$ cat config.mk
export PLATFORM = sky130hd
export DESIGN_NAME = hazard_scoreboard
export DESIGN_NICKNAME = d
export VERILOG_FILES = /design/src/rtl/hazard_scoreboard.sv
export SDC_FILE = /design/constraint.sdc
export NUM_CORES = 1
export LEC_CHECK = 0
export ABC_CLOCK_PERIOD_IN_PS = 2900
export BUFFER_PORTS_ARGS = -buffer_cell sky130_fd_sc_hd__buf_4
export CORE_MARGIN = 2
export CORE_UTILIZATION = 50
export CTS_BUF_LIST = sky130_fd_sc_hd__clkbuf_16
export CTS_CLUSTER_DIAMETER = 60
export CTS_CLUSTER_SIZE = 28
export DETAILED_ROUTE_END_ITERATION = 6
export PLACE_DENSITY = 0.73
export REMOVE_ABC_BUFFERS = 1
export SLEW_MARGIN = 10
export SYNTH_ARGS = -nofsm -noshare
export SYNTH_HDL_FRONTEND = slang
export SYNTH_SLANG_ARGS = --single-unit
$ cat constraint.sdc
create_clock -name clk -period 2.9 [get_ports clk]
set_input_delay 0.435 -clock clk [delete_from_list [all_inputs] [get_ports clk]]
set_output_delay 0.435 -clock clk [all_outputs]
set_load 0.02 [all_outputs]
$ cat src/rtl/hazard_scoreboard.sv
// hazard_scoreboard: per-register countdown hazard unit; define HAZARD_FWD_EN for load-use-only stalling
module hazard_scoreboard #(
    parameter int REG_ADDR_W = 4,
    parameter int PIPE_DEPTH = 3,
    parameter int CNT_W      = 16,
    parameter bit ZERO_REG   = 1'b0
) (
    input  logic                       clk,
    input  logic                       rst,
    input  logic                       id_valid_i,
    input  logic [REG_ADDR_W-1:0]      src1_i,
    input  logic [REG_ADDR_W-1:0]      src2_i,
    input  logic                       is_imm_i,
    input  logic                       st_or_bne_i,
    input  logic [REG_ADDR_W-1:0]      dest_i,
    input  logic                       wb_en_i,
    input  logic                       mem_r_en_i,
    input  logic                       freeze_i,
    input  logic                       flush_i,
    output logic                       stall_o,
    output logic [(1<<REG_ADDR_W)-1:0] pending_o,
    output logic [CNT_W-1:0]           stall_cycles_o
);
    localparam int NUM_REGS = 1 << REG_ADDR_W;
    localparam int CW = $clog2(PIPE_DEPTH + 1);
    localparam logic [CW-1:0] DEPTH = CW'(PIPE_DEPTH);

    logic [CW-1:0]       cnt_q [NUM_REGS];
    logic [CW-1:0]       cnt_d [NUM_REGS];
    logic [NUM_REGS-1:0] ld_q, ld_d;
    logic [CNT_W-1:0]    stall_cycles_q, stall_cycles_d;
    logic                busy1, busy2, issue, dest_ok;

    // hazard detection on the ID-stage sources and issue qualification
    always_comb begin
`ifdef HAZARD_FWD_EN
        busy1 = ld_q[src1_i] && cnt_q[src1_i] == DEPTH;
        busy2 = ld_q[src2_i] && cnt_q[src2_i] == DEPTH;
`else
        busy1 = cnt_q[src1_i] != '0;
        busy2 = cnt_q[src2_i] != '0;
`endif
        busy1 = busy1 && !(ZERO_REG && src1_i == '0);
        busy2 = busy2 && !(ZERO_REG && src2_i == '0) && (!is_imm_i || st_or_bne_i);
        stall_o = id_valid_i && !flush_i && (busy1 || busy2);
        issue = id_valid_i && !stall_o && !flush_i && !freeze_i;
        dest_ok = wb_en_i && !(ZERO_REG && dest_i == '0);
    end

    // countdown update; a fresh producer overrides the decrement of its register
    always_comb begin
        for (int r = 0; r < NUM_REGS; r++) begin
            cnt_d[r] = cnt_q[r];
            ld_d[r] = ld_q[r];
            if (!freeze_i && cnt_q[r] != '0) begin
                cnt_d[r] = cnt_q[r] - CW'(1);
                ld_d[r] = ld_q[r] && cnt_q[r] != CW'(1);
            end
            if (issue && dest_ok && dest_i == REG_ADDR_W'(r)) begin
                cnt_d[r] = DEPTH;
                ld_d[r] = mem_r_en_i;
            end
            pending_o[r] = cnt_q[r] != '0;
        end
        stall_cycles_d = (stall_o && !freeze_i && ~&stall_cycles_q) ? stall_cycles_q + CNT_W'(1) : stall_cycles_q;
        stall_cycles_o = stall_cycles_q;
    end

    // state registers with synchronous reset dropping all in-flight tracking
    always_ff @(posedge clk) begin
        if (rst) begin
            cnt_q <= '{default: '0};
            ld_q <= '0;
            stall_cycles_q <= '0;
        end else begin
            cnt_q <= cnt_d;
            ld_q <= ld_d;
            stall_cycles_q <= stall_cycles_d;
        end
    end
endmodule

# [After elaboration in Yosys (flattened, before gate mapping)]
# Index checks and enable logic that the tools add are counted.
[classes] bitwise_logic=2 addsub=17 reduce_logical=84 n_lt_le_gt_ge=2 n_eq_ne=15 n_mux=38
[op_table] op="$mux W2" n=36
[op_table] op="$reduce_bool A2 Y1" n=34
[op_table] op="$logic_and A1 B1 Y1" n=41
[op_table] op="$eq A4 B4 Y1 const B" n=8
[op_table] op="$sub A2 B1 Y2 const B" n=16
[op_table] op="$add A16 B1 Y16 const B" n=1
[op_table] op="$bmux W2 S4" n=2
[op_table] op="$eq A4 B3 Y1 const B" n=4
[op_table] op="$reduce_and A16 Y1" n=1
[op_table] op="$ge A5 B5 Y1 const B" n=2
[op_table] op="$not A4 Y5" n=2
[op_table] op="$eq A4 B2 Y1 const B" n=2
[op_table] op="$logic_not A1 Y1" n=5
[op_table] op="$eq A4 B1 Y1 const B" n=1
[op_table] op="$logic_not A4 Y1" n=1
[op_table] op="$logic_or A1 B1 Y1" n=2
[totals] output_inout_bits=33 inputBits=21 ff_bits=48

# [Depth between registers and ports, before layout]
[depth] word_depth=15 ltp_mapped=10 ltp_nobuf=7

# [Worst setup path before layout]
# No wires, ideal clock.
[synth_path] path_type="input-to-output" startpoint="input port src1_i[0]" endpoint="output port stall_o" path_slack_ns=0.274 stages=7 arrival_ns=2.191 n_path_buf=2 path_cell_list="clkbuf_1 mux4_2 or2_1 o311ai_1 clkbuf_1 nor2_1 nor2_1"
[synth_via] elab_chain_cells=7
[synth_rtl] item="start: declaration" line_no="11" rtl="input logic [REG_ADDR_W-1:0] src1_i,"
[synth_rtl] item="$not A4 Y5 (not written as such)" line_no="40" rtl="busy1 = cnt_q[src1_i] != '0;"
[synth_rtl] item="$bmux W2 S4" line_no="40"
[synth_rtl] item="$mux W2 (not written as such) (2 in a row)" line_no="40"
[synth_rtl] item="$reduce_bool A2 Y1" line_no="40"
[synth_rtl] item="$logic_or A1 B1 Y1" line_no="45" rtl="stall_o = id_valid_i && !flush_i && (busy1 || busy2);"
[synth_rtl] item="$logic_and A1 B1 Y1" line_no="45"
[synth_rtl] item="end: declaration" line_no="20" rtl="output logic stall_o,"
# No other way between the ends. The select of a mux whose other input is x is not followed.

# [Worst setup path in the final report]
[layout_path] startpoint="register cnt_q[12] in the netlist's numbering" endpoint="output port stall_o"
[layout_via] elab_chain_cells=7 elab_cells_between_ends=11 classes_between="mux: 6; reduce/logical: 5"
[layout_rtl] item="start: declaration" line_no="28" rtl="logic [CW-1:0] cnt_q [NUM_REGS];"
[layout_rtl] item="start signal: assignment" line_no="76" rtl="cnt_q <= cnt_d;"
[layout_rtl] item="$bmux W2 S4" line_no="41" rtl="busy2 = cnt_q[src2_i] != '0;"
[layout_rtl] item="$mux W2 (not written as such) (2 in a row)" line_no="41"
[layout_rtl] item="$reduce_bool A2 Y1" line_no="41"
[layout_rtl] item="$logic_and A1 B1 Y1" line_no="44" rtl="busy2 = busy2 && !(ZERO_REG && src2_i == '0) && (!is_imm_i || st_or_bne_i);"
[layout_rtl] item="$logic_or A1 B1 Y1 (*)" line_no="45"
[layout_rtl] item="$logic_and A1 B1 Y1 (*)" line_no="45"
# Every way passes the cells marked *; elsewhere a longest branch is shown, timed or not. The select of a mux whose other input is x is not followed.

==> qor.txt <==
========================================================================================
Peak clock frequency supported by timing                                         362 MHz
Slowest stage cell on the critical path                                           mux4_2
I/O pins                                                                              54
Routability congestion estimate                                                    0.901
Critical Path Source Type                                                           flop
Setup Fix Bufs, Post-CTS                                                               0
Final standard cell utilization of the core                                        62.9%
Tmin final                                                                       2760 ps
Die area                                                                    0.00630 sq mm
Part of the Yosys area used for sequential elements                                33.8%
Setup repair after global routing missed its margin                                false
Actual transition at the worst max-transition pin                                 517 ps
Count of synthesis-stage warnings from yosys                                           0
Data arrival, critical path                                                      2330 ps
Combinational family with the most area after synthesis                     simple AND/OR/NAND/NOR gates
First-pass GRT wire length                                                      11100 um
Number of cells upsized or downsized after cts                                         0
Kind of end point of the critical path                                        output pin
Cells after Synth                                                                    365
Setup-violating endpoint count in the final report                                     0
Number of global-route vias before repair                                           2531
Clock slew at reported path FFs                                                    60 ps
Run status                                                                  complete, no violations
Worst Skew                                                                       5.48 ps
Dominant register cell in the synthesized netlist                                dfxtp_1
Remaining routing DRC violations                                                       0
Top fanout value on the critical path                                                 10
Worst Hold Class                                                               in -> reg
CTS tree                                                                            done
Pin count of the biggest net entering global routing                                  50
Num rows                                                                              27
Portion of the clock cycle consumed by the worst path in the final layout          95.2%
Inserted Diodes                                                                        0
VDD IR max                                                                      0.279 mV
Layout cell share with drive strength beyond 1                                     17.9%
Post-Synth XOR/XNOR Area                                                           6.48%
Number of failing hold endpoints at the final stage                                    0
Detailed-route wire length                                                       6530 um
Area grow syn2layout                                                               21.9%
Number of nets in the finished design                                                457
Simple-Gate Fraction of Synth Area                                                 22.0%
Number of buffer cells added on primary ports                                         52
WL per Instance                                                                  13.3 um
Count of distinct cell types in the synthesized netlist                               41
Pwr per Cell Area                                                            603 mW/mm^2
Compound-gate portion of the synthesized area                                      15.6%
Gr ovfl total                                                                          0
Req. time, crit path                                                             2470 ps
Most used cells in the layout excluding fill and tap cells                  buf_4, inv_1, dfxtp_1
Number of iterations in the first detailed-routing pass                                6
Floorplan die height                                                             79.4 um
Total via count in the routed design                                                2599
CP top delay family                                                         multiplexers
Core box area                                                               0.00551 sq mm
Number of vias per cell after detailed routing                                      5.29
Register bit count reported by yosys                                                  48
Stage delay of the slowest cell on the critical path                              490 ps
Largest buffer count on any clock path                                                 2
Share of cell area taken by muxes after synthesis                                  5.90%
Hold-fix buffer count after cts                                                        0
CTS root buf                                                                   clkbuf_16
Buffers and inverters on the worst path                                                2
Netlist area before placement                                               0.00284 sq mm
1st-iter DRT viols                                                                   140
Critical path class                                                           reg -> out
Static leakage                                                                   1.39 nW
Number of CTS-inserted buffers                                                         5
Die X                                                                            79.4 um
GRT Total Usage                                                                    22.4%
Most common cell after layout, fill and taps aside                                 buf_4
Clock latency on the worst-skew pair                                              280 ps
Per-instance average area after synthesis                                     7.78 sq um
Placed wire-length estimate                                                      4930 um
Relative slew margins                                                              65.5%
Initial standard-cell utilization of the core                                      51.6%
Antenna violation net count after detailed routing                                     0
Slew Viols, Final                                                                      0
Level count of the clock H-tree                                                        2
Setup TNS                                                                           0 ps
Share of flip-flops with an asynchronous set or reset                                 0%
Post-synthesis adder-cell area fraction                                            7.49%
Number of flops mapped to enable cells by yosys                                        0
Most frequent cell on the critical path                                           nor2_1
Worst path cell trace                                                       nor2_1 -> mux4_2 -> mux4_2 -> a21oi_2 -> buf_4 -> nor2_1 -> nor2_1 -> buf_4
Number of maximum-capacitance violations                                               0
Clock Sink Count                                                                      48
Antenna violations before repair                                                       0
========================================================================================
## Yosys cell counts, drive strengths merged, types with 2 or more instances
master	number	area share [%]
o22ai	2	0.44
nor3b	2	0.53
xnor2	17	5.2
nor3	3	0.53
o31ai	3	0.79
inv	52	6.9
mux4	7	5.6
nor2	46	6.1
o2111ai	3	0.93
clkbuf	10	1.3
nand3	8	1.4
buf	3	0.53
and4	2	0.62
o2bb2ai	2	0.62
ha	17	7.5
nand2b	3	0.66
nor2b	3	0.66
nor4	5	1.1
nor4b	5	1.8
nand2	34	4.5
or3	6	1.3
or4	5	1.3
dfxtp	48	34
and3	2	0.44
xor2	4	1.2
a21oi	9	1.7
o21ai	53	9.3
## metrics by stage
| step | instance area, sq um | setup WS [ps] | total power [mW] | cells | hold slack (ps) |
|---|---|---|---|---|---|
| after CTS | 3460 | 121 | 2.11 | 491 | 471 |
| after global placement | 3330 | 194 | 1.54 | 484 | 496 |
| after floorplan | 2790 | -109 | 1.29 | 352 | 504 |
| after global routing | 3460 | 20.2 | 2.24 | 491 | 501 |
| final | 3460 | 138 | 2.09 | 491 | 477 |
| after detailed placement | 3330 | 162 | 1.57 | 484 | 505 |
## power by group
group,internal [mW],switching [mW]
Combinational,0.343,0.403
Sequential,0.736,0.0681
Clock,0.310,0.229
## logic make-up (layout without fill, tap and decap cells)
| group | Yosys count | in the layout |
|---|---|---|
| AO/OA/AOI/OAI | 78 | 78 |
| flip-flops | 48 | 48 |
| adder cells (fa/ha/maj) | 17 | 17 |
| AND/OR/NAND/NOR | 128 | 128 |
| XOR/XNOR | 21 | 21 |
| multiplexers | 8 | 8 |
| buffers and inverters | 65 | 119 |
## layer usage
| metal | up-vias | track usage (%) | part of all wire, % |
|---|---|---|---|
| met2 | 53 | 39.1 | 50 |
| met4 | 0 | 7.41 | 1.6 |
| li1 | 1344 | - | - |
| met3 | 13 | 4.30 | 4.2 |
| met5 | - | 0 | 0 |
| met1 | 1189 | 27.7 | 44 |
## path summary, 6_finish.rpt
check | from | end | slack [ps] | cells past startpoint
min | dest_i[2] | cnt_q[7]$_SDFFE_PP0P_ | 480 | 3
max reg2reg | cnt_q[12]$_SDFFE_PP0P_ | stall_cycles_o[6]$_SDFFE_PP0P_ | 330 | 8
max | cnt_q[12]$_SDFFE_PP0P_ | stall_o | 140 | 8
min reg2reg | stall_cycles_o[6]$_SDFFE_PP0P_ | stall_cycles_o[6]$_SDFFE_PP0P_ | 510 | 2
## flip-flops by register name (all words and copies together), names as in the netlist
register        cells
stall_cycles_o     16
cnt_q              32
## area by class of cell
class / count / area (sq um)
Fill cell: 498 / 2040
Multi-Input combinational cell: 252 / 1630
Sequential cell: 48 / 961
Timing Repair Buffer: 60 / 450
Inverter: 52 / 195
Clock buffer: 5 / 125
Tap cell: 72 / 90.1
Clock inverter: 2 / 8.76
## worst reg2reg max path, delay by kind of cell (launching register included)
kind / cells / cell delay (ps)
buf+inv: 1 / 250
compound gates: 3 / 450
mux: 2 / 960
simple gates: 2 / 480
flops: 1 / 380
No activity file was read; power rests on OpenSTA's default activity.
